===== src/rtl/joe_anim_ctrl.sv =====
// Sprite animation controller for Joe: pose FSM, run-frame phasing, clamped
// horizontal motion, knock-back flight and post-hit blinking immunity.
module joe_anim_ctrl #(
    parameter int unsigned RUN_STEP   = 6,
    parameter int unsigned RUN_SPEED  = 3,
    parameter int unsigned FLY_SPEED  = 4,
    parameter int unsigned FLY_FRAMES = 30,
    parameter int unsigned INV_FRAMES = 60,
    parameter int unsigned X_MIN      = 45,
    parameter int unsigned X_MAX      = 594,
    parameter int unsigned X_INIT     = 320,
    parameter int unsigned Y_INIT     = 400
) (
    input  logic       Clk,
    input  logic       Reset,
    input  logic       frame_tick,
    input  logic       key_left,
    input  logic       key_right,
    input  logic       key_warm,
    input  logic       key_go,
    input  logic [1:0] hit_in,
    output logic [9:0] centerx,
    output logic [9:0] centery,
    output logic [1:0] joe_run_left,
    output logic [1:0] joe_run_right,
    output logic       right_hand_warm,
    output logic       left_hand_go,
    output logic       stand,
    output logic [1:0] hit_joe,
    output logic       show_joe
);

    localparam int unsigned STEP_W = (RUN_STEP > 1) ? $clog2(RUN_STEP) : 1;
    localparam int unsigned FLY_W  = (FLY_FRAMES > 1) ? $clog2(FLY_FRAMES) : 1;
    localparam int unsigned INV_W  = $clog2(INV_FRAMES + 1) > 0 ? $clog2(INV_FRAMES + 1) : 1;

    typedef enum logic [2:0] {
        ST_STAND,
        ST_RUN_L,
        ST_RUN_R,
        ST_WARM,
        ST_GO,
        ST_FLY
    } state_t;

    state_t            state, state_n;
    logic [STEP_W-1:0] step_cnt, step_n;
    logic [1:0]        phase, phase_n;
    logic [FLY_W-1:0]  fly_cnt, fly_n;
    logic [INV_W-1:0]  inv_cnt, inv_n;
    logic [1:0]        blink_cnt, blink_n;
    logic [9:0]        x_n;
    logic [1:0]        hit_n;
    logic              show_n;
    logic [1:0]        run_l_n, run_r_n;
    logic              warm_n, go_n, stand_n;
    logic              hit_valid;

    // Leftward move at 11 bits, clamped to X_MIN without wrapping
    function automatic logic [9:0] move_dn(input logic [9:0] x, input int unsigned d);
        logic [10:0] xe;
        xe = {1'b0, x};
        if (xe < 11'(X_MIN + d)) move_dn = 10'(X_MIN);
        else                     move_dn = 10'(xe - 11'(d));
    endfunction

    // Rightward move at 11 bits, clamped to X_MAX
    function automatic logic [9:0] move_up(input logic [9:0] x, input int unsigned d);
        logic [10:0] sum;
        sum = {1'b0, x} + 11'(d);
        if (sum > 11'(X_MAX)) move_up = 10'(X_MAX);
        else                  move_up = sum[9:0];
    endfunction

    // State and output registers; everything advances only on frame ticks
    always_ff @(posedge Clk or posedge Reset) begin
        if (Reset) begin
            state           <= ST_STAND;
            step_cnt        <= '0;
            phase           <= 2'd0;
            fly_cnt         <= '0;
            inv_cnt         <= '0;
            blink_cnt       <= 2'd0;
            centerx         <= 10'(X_INIT);
            centery         <= 10'(Y_INIT);
            joe_run_left    <= 2'd0;
            joe_run_right   <= 2'd0;
            right_hand_warm <= 1'b0;
            left_hand_go    <= 1'b0;
            stand           <= 1'b1;
            hit_joe         <= 2'b00;
            show_joe        <= 1'b1;
        end else if (frame_tick) begin
            state           <= state_n;
            step_cnt        <= step_n;
            phase           <= phase_n;
            fly_cnt         <= fly_n;
            inv_cnt         <= inv_n;
            blink_cnt       <= blink_n;
            centerx         <= x_n;
            joe_run_left    <= run_l_n;
            joe_run_right   <= run_r_n;
            right_hand_warm <= warm_n;
            left_hand_go    <= go_n;
            stand           <= stand_n;
            hit_joe         <= hit_n;
            show_joe        <= show_n;
        end
    end

    // Next-state, counters, motion and output decode
    always_comb begin
        state_n   = state;
        step_n    = step_cnt;
        phase_n   = phase;
        fly_n     = fly_cnt;
        inv_n     = inv_cnt;
        blink_n   = blink_cnt;
        hit_n     = hit_joe;
        show_n    = show_joe;
        x_n       = centerx;
        hit_valid = (hit_in == 2'b01) || (hit_in == 2'b10);

        if (state == ST_FLY) begin
            if (fly_cnt == FLY_W'(FLY_FRAMES - 1)) begin
                state_n = ST_STAND;
                inv_n   = INV_W'(INV_FRAMES);
                blink_n = 2'd0;
                show_n  = 1'(INV_FRAMES == 0);
                hit_n   = 2'b00;
            end else begin
                fly_n = fly_cnt + FLY_W'(1);
            end
        end else begin
            // Blink runs four ticks per level and ends visible
            if (inv_cnt != '0) begin
                inv_n = inv_cnt - INV_W'(1);
                if (inv_cnt == INV_W'(1)) begin
                    show_n  = 1'b1;
                    blink_n = 2'd0;
                end else begin
                    blink_n = blink_cnt + 2'd1;
                    if (blink_cnt == 2'd3) show_n = ~show_joe;
                end
            end

            if (hit_valid && (inv_cnt == '0)) begin
                state_n = ST_FLY;
                hit_n   = hit_in;
                fly_n   = '0;
            end else if (key_warm) begin
                state_n = ST_WARM;
            end else if (key_go) begin
                state_n = ST_GO;
            end else if (key_left && !key_right) begin
                state_n = ST_RUN_L;
            end else if (key_right && !key_left) begin
                state_n = ST_RUN_R;
            end else begin
                state_n = ST_STAND;
            end
        end

        // Fresh entry (including a direct direction swap) restarts the phase
        if ((state_n == ST_RUN_L) || (state_n == ST_RUN_R)) begin
            if (state_n != state) begin
                phase_n = 2'd1;
                step_n  = '0;
            end else if (step_cnt == STEP_W'(RUN_STEP - 1)) begin
                step_n  = '0;
                phase_n = (phase == 2'd1) ? 2'd2 : 2'd1;
            end else begin
                step_n = step_cnt + STEP_W'(1);
            end
        end

        case (state_n)
            ST_RUN_L: x_n = move_dn(centerx, RUN_SPEED);
            ST_RUN_R: x_n = move_up(centerx, RUN_SPEED);
            ST_FLY: begin
                if (hit_n == 2'b01)      x_n = move_up(centerx, FLY_SPEED);
                else if (hit_n == 2'b10) x_n = move_dn(centerx, FLY_SPEED);
            end
            default: x_n = centerx;
        endcase

        run_l_n = (state_n == ST_RUN_L) ? phase_n : 2'd0;
        run_r_n = (state_n == ST_RUN_R) ? phase_n : 2'd0;
        warm_n  = (state_n == ST_WARM);
        go_n    = (state_n == ST_GO);
        stand_n = (state_n == ST_STAND) || (state_n == ST_WARM) || (state_n == ST_GO);
    end

endmodule


===== config.mk =====
export PLATFORM = sky130hd
export DESIGN_NAME = joe_anim_ctrl
export DESIGN_NICKNAME = d
export VERILOG_FILES = /design/src/rtl/joe_anim_ctrl.sv
export SDC_FILE = /design/constraint.sdc
export NUM_CORES = 1
export LEC_CHECK = 0
export CAP_MARGIN = 20
export CORE_ASPECT_RATIO = 1.4
export CORE_MARGIN = 4
export CORE_UTILIZATION = 58
export CTS_CLUSTER_SIZE = 16
export DETAILED_ROUTE_END_ITERATION = 7
export DONT_BUFFER_PORTS = 1
export GPL_TIMING_DRIVEN = 0
export HOLD_SLACK_MARGIN = 0.06
export PLACE_DENSITY = 0.8
export SYNTH_ARGS = -nofsm -noshare
export SYNTH_HDL_FRONTEND = slang
export SYNTH_SLANG_ARGS = --single-unit

===== constraint.sdc =====
create_clock -name Clk -period 3.1 [get_ports Clk]
set_input_delay 0.62 -clock Clk [delete_from_list [all_inputs] [get_ports Clk]]
set_output_delay 0.62 -clock Clk [all_outputs]
set_load 0.01 [all_outputs]

# Word-level counts from Yosys, hierarchy flattened
# Cells that the tools add are included.
[op_classes]
n_addsub = 8
order_cmp = 4
n_eq_ne = 19
muxes = 40
bitwise = 1
n_reduce_logical = 21
[ops]
columns = ["op", "n"]
rows = [
  ["$mux 10", 6],
  ["$mux 2", 15],
  ["$pmux 10 s3", 1],
  ["$gt 11x10->1 const B", 2],
  ["$mux 3", 7],
  ["$lt 10x6->1 const B", 2],
  ["$mux 6", 3],
  ["$mux 5", 3],
  ["$eq 3x3->1 const B", 4],
  ["$add 10x2->11 const B", 1],
  ["$add 10x3->11 const B", 1],
  ["$sub 10x2->10 const B", 1],
  ["$sub 10x3->10 const B", 1],
  ["$reduce_and 3->1", 3],
  ["$eq 2x1->1 const B", 3],
  ["$eq 2x2->1 const B", 3],
  ["$eq 3x2->1 const B", 2],
  ["$eq 6x1->1 const B", 1],
  ["$logic_not 6->1", 1],
  ["$reduce_bool 3->1", 2],
  ["$reduce_bool 6->1", 1],
  ["$sub 6x1->6 const B", 1],
  ["$add 5x1->5 const B", 1],
  ["$eq 5x5->1 const B", 1],
  ["other kinds (16)", 27],
]
[word_totals]
register_bits = 41
input_bits = 9
output_inout_bits = 30
word_cells = 107

# Depth between registers and ports, before layout
[logic_depth]
ltp_word = 12
mapped_depth = 15

# Least setup slack after synthesis
# No wires, ideal clock.
[synth_path]
path_kind = "reg2reg"
from = "reg state[1]"
to = "reg centerx[8]"
arrival_time_ns = 2.751
t_required_ns = 3.020
setup_slack_ns = 0.269
path_stages_with_launch = 13
period_less_slack_ns = 2.831
cell_sequence = "dfrtp_1 -> and3b_1 -> buf_2 -> and2_1 -> clkbuf_1 -> a22o_1 -> ha_1 -> clkinv_1 -> nand3_1 -> nor3_1 -> o311ai_0 -> o221ai_1 -> a32o_1"
[synth_via]
elab_chain_len = 5
word_cells_on_any_way = 14
cone_classes = "7 x eq/ne; 5 x mux; 2 x reduce/logical"
[synth_lines]
columns = ["element", "line", "source"]
rows = [
  ["start: declaration", "46", "state_t state, state_n;"],
  ["start signal: assignment", "94", "state <= state_n;"],
  ["$eq 3x3->1 (*)", "124", "if (state == ST_FLY) begin"],
  ["$mux 2 (*)", "124", ""],
  ["net hit_n[0]", "53", "logic [1:0] hit_n;"],
  ["$eq 2x1->1 / $eq 2x2->1 (equally long branches)", "181, 182", ""],
  ["$ne 3x3->1 (no source line) / $mux 10 (equally long branches)", "--", ""],
  ["$reduce_and 3->1 (no source line) / $pmux 10 s3 (equally long branches)", "--", ""],
  ["end signal: assignment", "84", "centerx <= 10'(X_INIT);"],
  ["end signal: assignment", "100", "centerx <= x_n;"],
  ["end: declaration", "22", "output logic [9:0] centerx,"],
]
# The timed path passes the listed nets; every way through them passes the cells marked *.
# A chain may end at the register's enable or synchronous reset.

# Final worst setup path
[layout_path]
from = "reg centerx[2]"
to = "reg centerx[3]"
[layout_via]
elab_chain_len = 5
word_cells_on_any_way = 15
cone_classes = "4 x add/sub; 4 x order compare; 7 x mux"
[layout_lines]
columns = ["element", "line", "source"]
rows = [
  ["$add 10x3->11, or another cell as far along", "70", "sum = {1'b0, x} + 11'(d);"],
  ["$gt 11x10->1 / $mux 10 (equally long branches)", "71, 63", ""],
  ["$mux 10, on equally long branches", "71, 182", ""],
  ["$mux 10", "181", "if (hit_n == 2'b01) x_n = move_up(centerx, FLY_SPEED);"],
  ["$pmux 10 s3 (*)", "177", "case (state_n)"],
]
# Mark *: on every way between the ends. The rest lies on a longest branch, timed or not. The select of a mux whose other input is x is not followed.

==> results.cfg <==
[outcome]
status = finished clean

[timing]
worst_hold_slack_ns = 0.368
maxSlewHeadroom_pct = 44.3
hold_viol_final = 0
finalSetupViolCount = 0
fin_crit_sh_pct = 98.7
worst_pin_slew_ns = 0.834
period_needed_ns = 3.06
rsz0062_at_grt = true
finalClockSkew_ns = 0.00777
fin_tns_setup_ns = 0
maxSlewViolCount = 0
fin_ws_ns = 0.0412
fmax_mhz = 327

[critical_path]
crit_buf_inv = 4
worstReg2RegStart = centerx[2]$_DFFE_PP0P_
crit_required_ns = 3.33
crit_fanout = 10
crit_slowest_cell = o311ai_2
end_kind = flop
worst_r2r_path_depth = 11
reg2reg_to = centerx[3]$_DFFE_PP0P_
crit_top_cell = inv_1
crit_family = compound AO/OA/AOI/OAI gates
reg2reg_setup_slack_ns = 0.04
arrival_ns = 3.29
start_kind = flop
path_cells = buf_2 > clkbuf_2 > inv_1 > ha_1 > inv_1 > and3_1 > o211ai_1 > o311ai_2 > nand2_1 > o221ai_1 > o221a_1
slowest_delay_ns = 0.52
worstSetupPathType = reg -> reg

[yosys]
syn_avg_cell_area_um2 = 8.02
syn-instance-count = 423
synth_seq_cells = 41
yosys_warnings = 10
synth_edf_count = 0
synth_area_mm2 = 0.00339
ys_seq_area_share_pct = 30.4
ys.flop_type = dfrtp_1
synthArstFlopShare_pct = 100
ys_types = 75

[layout]
nets = 460
num_antenna_cells = 0
finalInstanceArea_mm2 = 0.00370
layout_commonest_cell = nand2_1
final_util_pct = 66.0
syn_to_final_growth_pct = 9.11
drive_above_1_share_pct = 15.6
fin_cells = 509
layout_common_cells = nand2_1, o21ai_0, dfrtp_1

[route]
firstDrtPassIters = 5
drtAntennaViolNets = 0
wl_mm = 9.30
vias = 3342
viasPerCell = 6.57
drc = 0
wire_per_inst_um = 18.3
dr.first_iter.drc_count = 260

[placement]
post-place-ws_ns = -0.401
finalWeightedCongestion = 1.01
place_area_mm2 = 0.00351
io_buffers = 0
dp.final_hpwl_mm = 6.93
dp_cells = 500

[cts]
cts_sinks = 41
postCtsHoldBufs = 0
clockBufferDepth = 2
numCtsBuffers = 5
htreeDepth = 2
insertion_delay_ns = 0.30
cts_tree = built
cts_root_buf = clkbuf_8
clkTransAtPathRegs_ns = 0.08

[global_route]
grt_max_degree = 42
grt-ovfl-total = 0
grt_pass1_wl_mm = 15.4
grt_pass1_vias = 3131
track_usage_pct = 26.7
antenna_found_initial = 0

[pwr]
p_total_mw = 3.71
powerDensity_mw_per_mm2 = 1000
irDropWorstVdd_uv = 519
p_leak_nw = 1.48

[floorplanning]
num_rows = 32
dieArea_mm2 = 0.00715
initial_core_util_pct = 60.5
coreArea_mm2 = 0.00561
die_w_um = 72.6
die_y_um = 98.5
io_pins = 39

[hold_path]
hold_path.class = in -> async

[job]
maxCapViolCount = 0
[cell type report]
class                      instances  area [µm²]
tap                               68        85.1
clock inverter                     3        17.5
fill                             500        1900
clock buffer                       5        68.8
timing repair buffer               2        15.0
multi-input combinational        340        2210
inverter                          16        61.3
sequential                        41        1030
buffer                            34         205
[power by group]
| part | switching, mW | total [mW] | internal (mW) |
|---|---|---|---|
| clock network | 0.190 | 0.345 | 0.155 |
| logic | 1.43 | 2.29 | 0.856 |
| registers | 0.319 | 1.08 | 0.763 |
| total | 1.94 | 3.71 | 1.77 |
[cells by family after synthesis]
logic type      Yosys count  synth area share (%)
buf+inv                  51                  7.45
compound gates          132                  27.5
mux                       4                  1.29
simple gates            170                  25.8
xor+xnor                 13                  3.36
fa+ha+maj                11                  4.06
other cells               1                 0.111
flops                    41                  30.4
[flip-flops by register name (all words and copies together) (netlist names), 2 cells and up]
signal and cells:
state 3, joe_run_left 2, fly_cnt 5, step_cnt 3, hit_joe 2, phase 2, blink_cnt 2, centerx 10
joe_run_right 2, inv_cnt 6
[worst max-delay path by stage]
stage / endpoint / depth (start not counted) / startpoint
6_report: centerx[3]$_DFFE_PP0P_ / 11 / centerx[2]$_DFFE_PP0P_
2_1_floorplan: centerx[8]$_DFFE_PP1P_ / 12 / state[1]$_DFFE_PP0P_
3_5_place_dp: centerx[2]$_DFFE_PP0P_ / 12 / state[1]$_DFFE_PP0P_
4_1_cts: centerx[2]$_DFFE_PP0P_ / 14 / inv_cnt[0]$_DFFE_PP0P_
5_1_grt: centerx[3]$_DFFE_PP0P_ / 11 / centerx[2]$_DFFE_PP0P_
3_3_place_gp: centerx[8]$_DFFE_PP1P_ / 12 / state[1]$_DFFE_PP0P_
[Yosys cell counts, drive strengths merged (3+ instances only)]
| library cell | n | share of area (%) |
|---|---|---|
| nand2 | 53 | 5.9 |
| dfrtp | 37 | 27 |
| o21ai | 37 | 5.6 |
| nor2 | 35 | 3.9 |
| buf | 20 | 4.0 |
| a21oi | 19 | 2.8 |
| nand3 | 17 | 2.5 |
| clkbuf | 15 | 1.7 |
| inv | 15 | 1.7 |
| nor3 | 13 | 2.1 |
| ha | 11 | 4.1 |
| nor4 | 10 | 2.7 |
| xnor2 | 9 | 2.3 |
| and2 | 8 | 1.5 |
| a211oi | 7 | 1.5 |
| or3 | 7 | 1.3 |
| nand4 | 6 | 1.1 |
| o221ai | 6 | 1.5 |
| o31ai | 6 | 1.3 |
| a22o | 5 | 1.3 |
| nor2b | 5 | 0.92 |
| o211ai | 5 | 1.3 |
| o21a | 5 | 1.1 |
| a21o | 4 | 0.89 |
| dfstp | 4 | 3.1 |
| o2bb2ai | 4 | 1.0 |
| xor2 | 4 | 1.0 |
| a21boi | 3 | 0.66 |
| a31oi | 3 | 0.55 |
| a32o | 3 | 0.89 |
| mux2 | 3 | 1.0 |
| nand3b | 3 | 0.66 |
| o311ai | 3 | 0.77 |
[repair_timing]
action	CTS	global route
pin swaps	1	1
endpoints found under the setup margin	10	9
resized for setup	12	19
setup buffers	2	0
[per-layer routing]
| layer | global-route usage, % | part of all wire, % |
|---|---|---|
| met1 | 33.2 | 40 |
| met2 | 45.5 | 51 |
| met3 | 4.39 | 5.8 |
| met4 | 9.94 | 3.1 |
| met5 | 0 | 0 |
Note: power is estimated with default switching activity, not from simulation.
